## src/rtl/fetch_queue.sv

```systemverilog
// fetch_queue: pipelined instruction prefetch unit. It keeps up to DEPTH
// sequential reads either in flight or buffered, drops responses that belong
// to requests issued before a redirect, and turns a misaligned redirect
// target into a single marker entry for the controller to trap on.
module fetch_queue #(
  parameter logic [31:0] START_ADDRESS = 32'h0000_0000,
  parameter int          DEPTH         = 4
) (
  input  logic                     clk,
  input  logic                     reset,
  input  logic                     memory_ready,
  input  logic                     memory_valid,
  input  logic [31:0]              read_memory_data,
  output logic [31:0]              read_memory_address,
  output logic                     memory_command,
  output logic                     memory_enable,
  input  logic                     redirect,
  input  logic [31:0]              redirect_pc,
  output logic                     fetch_valid,
  input  logic                     fetch_ready,
  output logic [31:0]              fetch_instruction,
  output logic [31:0]              fetch_pc,
  output logic                     fetch_misaligned,
  output logic [$clog2(DEPTH):0]   debug_count
);
  localparam int AW = $clog2(DEPTH);
  localparam int CW = AW + 1;

  // buffer storage
  logic [31:0]   r_buf_pc    [DEPTH];
  logic [31:0]   r_buf_instr [DEPTH];
  logic          r_buf_mis   [DEPTH];

  logic [AW-1:0] r_rd_ptr;
  logic [AW-1:0] r_wr_ptr;
  logic [CW-1:0] r_occ;
  logic [CW-1:0] r_inflight;
  logic [CW-1:0] r_discard;
  logic [31:0]   r_issue_pc;
  logic [31:0]   r_resp_pc;
  logic          r_halted;
  // a misaligned redirect is waiting for stale responses to drain before its
  // marker entry can be enqueued; no reads are issued meanwhile
  logic          r_mis_pending;

  logic          w_room;
  logic          w_enable;
  logic          w_accept;
  logic          w_resp;
  logic          w_keep;
  logic          w_marker;
  logic          w_push;
  logic          w_pop;
  logic [CW-1:0] w_inflight_next;
  logic [CW-1:0] w_occ_next;

  // issue, response and pop decisions for this cycle
  always_comb begin
    w_room   = ((CW+1)'(r_occ) + (CW+1)'(r_inflight)) < (CW+1)'(DEPTH);
    w_enable = !reset && !redirect && !r_halted && !r_mis_pending && w_room;
    w_accept = w_enable && memory_ready;
    // a response with nothing outstanding is a protocol violation and is ignored
    w_resp   = memory_valid && (r_inflight != '0);
    w_keep   = w_resp && (r_discard == '0) && !redirect;
    w_marker = r_mis_pending && (r_discard == '0) && !w_keep && !redirect;
    w_push   = w_keep || w_marker;
    w_pop    = (r_occ != '0) && fetch_ready && !redirect;
    w_inflight_next = r_inflight + CW'(w_accept) - CW'(w_resp);
    w_occ_next      = r_occ + CW'(w_push) - CW'(w_pop);
  end

  // buffer entries; the marker's pc is the response pc, which still holds the
  // redirect target because no response has been kept since
  always_ff @(posedge clk) begin
    if (reset) begin
      for (int i = 0; i < DEPTH; i++) begin
        r_buf_pc[i]    <= START_ADDRESS;
        r_buf_instr[i] <= 32'h0;
        r_buf_mis[i]   <= 1'b0;
      end
    end else if (w_push) begin
      r_buf_pc[r_wr_ptr]    <= r_resp_pc;
      r_buf_instr[r_wr_ptr] <= w_marker ? 32'h0 : read_memory_data;
      r_buf_mis[r_wr_ptr]   <= w_marker;
    end
  end

  // control state: pointers, counters, program counters and halt tracking
  always_ff @(posedge clk) begin
    if (reset) begin
      r_rd_ptr      <= '0;
      r_wr_ptr      <= '0;
      r_occ         <= '0;
      r_inflight    <= '0;
      r_discard     <= '0;
      r_issue_pc    <= START_ADDRESS;
      r_resp_pc     <= START_ADDRESS;
      r_halted      <= 1'b0;
      r_mis_pending <= 1'b0;
    end else if (redirect) begin
      // every read still outstanding after this cycle belongs to the old stream
      r_rd_ptr      <= '0;
      r_wr_ptr      <= '0;
      r_occ         <= '0;
      r_inflight    <= w_inflight_next;
      r_discard     <= w_inflight_next;
      r_issue_pc    <= redirect_pc;
      r_resp_pc     <= redirect_pc;
      r_halted      <= 1'b0;
      r_mis_pending <= |redirect_pc[1:0];
    end else begin
      r_inflight <= w_inflight_next;
      r_occ      <= w_occ_next;
      if (w_resp && (r_discard != '0)) r_discard <= r_discard - 1'b1;
      if (w_accept) r_issue_pc <= r_issue_pc + 32'd4;
      if (w_keep)   r_resp_pc  <= r_resp_pc + 32'd4;
      if (w_push)   r_wr_ptr   <= r_wr_ptr + 1'b1;
      if (w_pop)    r_rd_ptr   <= r_rd_ptr + 1'b1;
      if (w_marker) begin
        r_mis_pending <= 1'b0;
        r_halted      <= 1'b1;
      end
    end
  end

  assign memory_enable       = w_enable;
  assign memory_command      = 1'b0;
  assign read_memory_address = r_issue_pc;
  assign fetch_valid         = (r_occ != '0);
  assign fetch_pc            = r_buf_pc[r_rd_ptr];
  assign fetch_instruction   = r_buf_instr[r_rd_ptr];
  assign fetch_misaligned    = r_buf_mis[r_rd_ptr];
  assign debug_count         = r_occ;

endmodule
```

## config.mk

```make
export PLATFORM = sky130hd
export DESIGN_NAME = fetch_queue
export DESIGN_NICKNAME = d
export VERILOG_FILES = /design/src/rtl/fetch_queue.sv
export SDC_FILE = /design/constraint.sdc
export NUM_CORES = 1
export LEC_CHECK = 0
export CAP_MARGIN = 15
export CORE_MARGIN = 2
export CORE_UTILIZATION = 49
export CTS_CLUSTER_SIZE = 10
export DETAILED_ROUTE_END_ITERATION = 10
export GPL_ROUTABILITY_DRIVEN = 1
export GPL_TIMING_DRIVEN = 0
export PLACE_DENSITY = 0.77
export SLEW_MARGIN = 0
export SYNTH_ARGS = -nofsm -noshare
export SYNTH_HDL_FRONTEND = slang
export SYNTH_SLANG_ARGS = --single-unit
```

## constraint.sdc

```tcl
create_clock -name clk -period 5.75 [get_ports clk]
set_clock_uncertainty 0.05 [all_clocks]
set_input_delay 1.4375 -clock clk [delete_from_list [all_inputs] [get_ports clk]]
set_output_delay 1.4375 -clock clk [all_outputs]
set_load 0.02 [all_outputs]
```

---- Word level (Yosys, flattened, before mapping) ----
Memory sizes are Yosys's and may differ from the RTL's. A register that Yosys moved wholly into a read port is not among the register bits.
Index checks and enable logic that the tools add are counted.
operators by class
  add/sub/neg operators ................... 10
  multipliers ............................. 0
  div/mod/pow operators ................... 0
  magnitude comparators ................... 1
  equal/unequal tests ..................... 0
  shift operators ......................... 0
  muxes and demuxes ....................... 29
  bitwise gates (word level) .............. 0
  reduce and logical (&&, ||, !) cells .... 33
operator list
  cell                                                                          number
  32-bit 2-to-1 mux                                                             7
  32-bit by 3-bit adder with 32-bit output, second input constant               2
  32-bit OR reduction                                                           2
  2-bit 2-to-1 mux                                                              9
  1-bit logical AND                                                             14
  1-bit 2-to-1 mux                                                              11
  3-bit nonzero test                                                            3
  2-bit nonzero test                                                            4
  3-bit by 1-bit adder with 3-bit output                                        2
  3-bit 2-to-1 mux                                                              2
  3-bit by 1-bit subtractor with 3-bit output                                   2
  1-bit logical NOT                                                             5
  2-bit by 1-bit adder with 2-bit output, second input constant                 2
  3-bit by 3-bit adder with 4-bit output                                        1
  4-bit by 3-bit less-than comparator with 1-bit output, second input constant  1
  2-bit OR reduction                                                            2
  3-bit logical NOT                                                             1
  3-bit by 1-bit subtractor with 3-bit output, second input constant            1
  1-bit logical OR                                                              1
  1-bit OR reduction                                                            1
word-level totals
  flip-flop bits (word level) ............. 79
  bits in latches ......................... 0
  memory bits (writable) .................. 260
  memory bits (read-only) ................. 0
  input bits .............................. 70
  output and inout port bits .............. 103
  word-level logic and storage cells ...... 85
  memories ................................ 3
memories
  name         words  bits a word  rd ports  clocked after Yosys merged registers in  wr ports  RTL line  RTL
  r_buf_instr  4      32           1         1                                        4         31        logic [31:0] r_buf_instr [DEPTH];
  r_buf_pc     4      32           1         1                                        4         30        logic [31:0] r_buf_pc [DEPTH];
  r_buf_mis    4      1            1         1                                        4         32        logic r_buf_mis [DEPTH];

---- Logic depth before layout (Yosys ltp) ----
  word-level depth ........................ 13
  depth in mapped cells ................... 12
  depth with buffers taken out ............ 12

---- Least setup slack after synthesis ----
OpenSTA, ideal clock, no wires.
  kind .................................... input to register
  from .................................... input port redirect
  to ...................................... memory r_buf_instr[3][0], enable pin
  setup time .............................. 502 ps
  data arrival time ....................... 5218 ps
  data required time ...................... 5198 ps
  slack ................................... -19 ps
  stages on the path ...................... 3
  buffers on the path ..................... 1
  cell sequence ........................... clkbuf_1 -> or4_1 -> o21bai_1
RTL lines
  element          RTL line  RTL
  start, declared  17        input logic redirect,
  end, declared    31

==> summary.txt <==
Routed Antenna Nets: 0
Fin. Hold Viols: 0
Layout Area Growth over Synthesis: 23.3%
Worst-path clk slew: 60 ps
Worst Path Max Fanout: 34
unrepaired setup endpoints after global routing: false
post-cts hold buffer count: 0
Mapped Nets: 1,293
drt drc: 0
post-layout util: 61.6%
Avg Cell Area, Syn: 12.7 sq um
critical path arrival: 4870 ps
number of diodes: 0
largest net degree at the start of global routing: 45
postcts setup bufs: 0
mapped cell area: 0.0153 sq mm
ys async rst share: 0%
first-pass GRT wire length: 59,900 microns
total CTS buffers: 40
share of layout cells above drive strength 1: 9.85%
Critical Path Source Type: input port
area leader, netlist: edfxtp_1
vias in the first global route: 11,000
PD cells: 335 mW/mm^2
detail-routed net length per standard cell: 20.7 microns
overall die width: 181 microns
Filler cells: 2,308
count of final setup violators: 0
via count: 10,700
CTS root buffer: clkbuf_16
Initial Util: 50.0%
Fmax achieved: 212 MHz
via/cell ratio: 5.75
NumNets Final: 1,512
status: completed
Post-synth EDFFs: 260
htree depth: 2
ys flop type: edfxtp_1
Total Power: 0.00633 W
sequential area share after synthesis: 61.5%
DP Worst Slack: 537 ps
worst min path class: reg2reg
GPL Wtd Cong: 0.901
pins over their slew limit: 0
PortBufs: 171
die height: 181 microns
Critical Path RT: 5910 ps
top post-synthesis cells by area: edfxtp_1, dfxtp_1, mux4_2, and2_1, nor2_1
Worst Setup End Kind: flop
row count: 64
Yosys top cell area share: 50.9%
WL final: 38,500 microns
total global routing overflow: 0
Initial DRT Pass Iterations: 5
Gates resized, CTS repair: 0
Pleak: 6.78 nW
gr usage total: 23.3%
Peak VDD IR: 0.213 mV
count of cell types in the netlist: 55
Max clock buf depth: 3
die area: 0.0327 sq mm
post-route worst setup slack: 1040 ps
CTS tree: yes
Hold Path Depth: 2
clk_lat worst skew: 530 ps
synthesis-stage register bit count: 341
Worst Tran Pin Value: 1160 ps
I/O pin total: 173
Worst Setup Path Type: in2reg
detailed placement HPWL: 26,100 microns
fin crit share: 81.9%
Clock Sinks: 341
minimum clock period: 4710 ps
Iteration-0 DRC Markers: 1,008
Core Area: 0.0307 sq mm
Yosys warning count: 0
Post-Syn Instances: 1,211
initial antenna violation count: 0
Rel. slew slack: 22.2%
WHS: 418 ps
R2R cell count: 7
max_cap viols: 0
where the power goes:
group          internal, W  switching (W)  total, W
logic             0.000451       0.000583   0.00103
registers          0.00287       0.000109   0.00298
clock network      0.00136       0.000960   0.00232
through the flow:
step	TNS, ps	cell area [sq um]	std cells
floorplan	0	15300	1211
global placement	-380070	17500	1778
detailed placement	0	17700	1784
CTS	0	18900	1858
global route	0	18900	1858
finish	0	18900	1858
registers in the layout, summed over array words and instances (netlist names), named ones only:
signal / flops
r_resp_pc: 32
r_wr_ptr: 2
r_mis_pending: 1
r_inflight: 3
read_memory_address: 32
r_buf_instr: 128
r_buf_pc: 128
r_discard: 3
r_rd_ptr: 2
debug_count: 3
r_halted: 1
r_buf_mis: 4
cell usage after synthesis (10+ instances only):
library cell,count
a31oi_1,13
xnor2_1,11
mux4_2,65
nand3_1,31
o21ai_0,16
nand2_1,85
buf_2,14
dfxtp_1,81
and3_1,10
a21boi_0,16
nor3_1,18
clkbuf_1,51
inv_1,27
a21oi_1,30
buf_1,10
nand4_1,28
xor2_1,32
and2_1,133
a211oi_1,10
nor2_1,169
edfxtp_1,260
ha_1,10
kinds of logic (layout without fill, tap and decap cells):
logic type               after synthesis  in the layout  synth area share, %
AO/OA/AOI/OAI                        122            122                 5.29
XOR/XNOR                              43             43                 2.46
adder cells (fa/ha/maj)               12             12                 1.08
buffers and inverters                103            354                 2.66
flip-flops                           341            341                 61.5
multiplexers                          67             67                 9.69
other                                  1              1               0.0245
AND/OR/NAND/NOR                      522            522                 17.3
area by class of cell:
class,instances,area (sq um),share of cell area (%)
Sequential cell,341,9430,49.9
Multi-Input combinational cell,767,5530,29.3
Timing Repair Buffer,177,1850,9.77
Clock buffer,71,1150,6.08
Tap cell,396,495,2.62
Buffer,76,307,1.62
Inverter,27,101,0.536
Clock inverter,3,45.0,0.238
cells in the final DEF, fill, tap and decap left out, types with 30 or more instances in the layout:
master,count
edfxtp_1,260
clkdlybuf4s50_1,171
nor2_1,169
and2_1,133
nand2_1,85
dfxtp_1,81
clkbuf_1,80
mux4_2,65
clkbuf_16,41
xor2_1,32
nand3_1,31
a21oi_1,30
worst max-delay path: stages:
cell and delay (ps):
clkdlybuf4s50_1 520, or2_2 310, buf_2 200, nor3_1 950, nand3_1 520, nand2b_4 580, buf_12 310
routing by layer:
| layer | share of wire, % | GRT usage [%] | up-vias | routed length, microns |
|---|---|---|---|---|
| met5 | 0 | 0 | - | 0 |
| met4 | 2.4 | 7.23 | 0 | 919 |
| met3 | 7.0 | 3.81 | 75 | 2710 |
| met2 | 49 | 39.3 | 485 | 18900 |
| met1 | 41 | 31.1 | 5250 | 15900 |
| li1 | - | - | 4874 | - |
final timing paths:
| check | start | end | slack, ps |
|---|---|---|---|
| worst max-delay path | reset | r_buf_pc[1][28] | 1040 |
| worst min-delay path | read_memory_address[1] | read_memory_address[1] | 420 |
| worst max register to register | r_inflight[0] | r_buf_pc[1][28] | 2160 |
| worst min register to register | read_memory_address[1] | read_memory_address[1] | 420 |
Power figures use the tool's default switching activity.
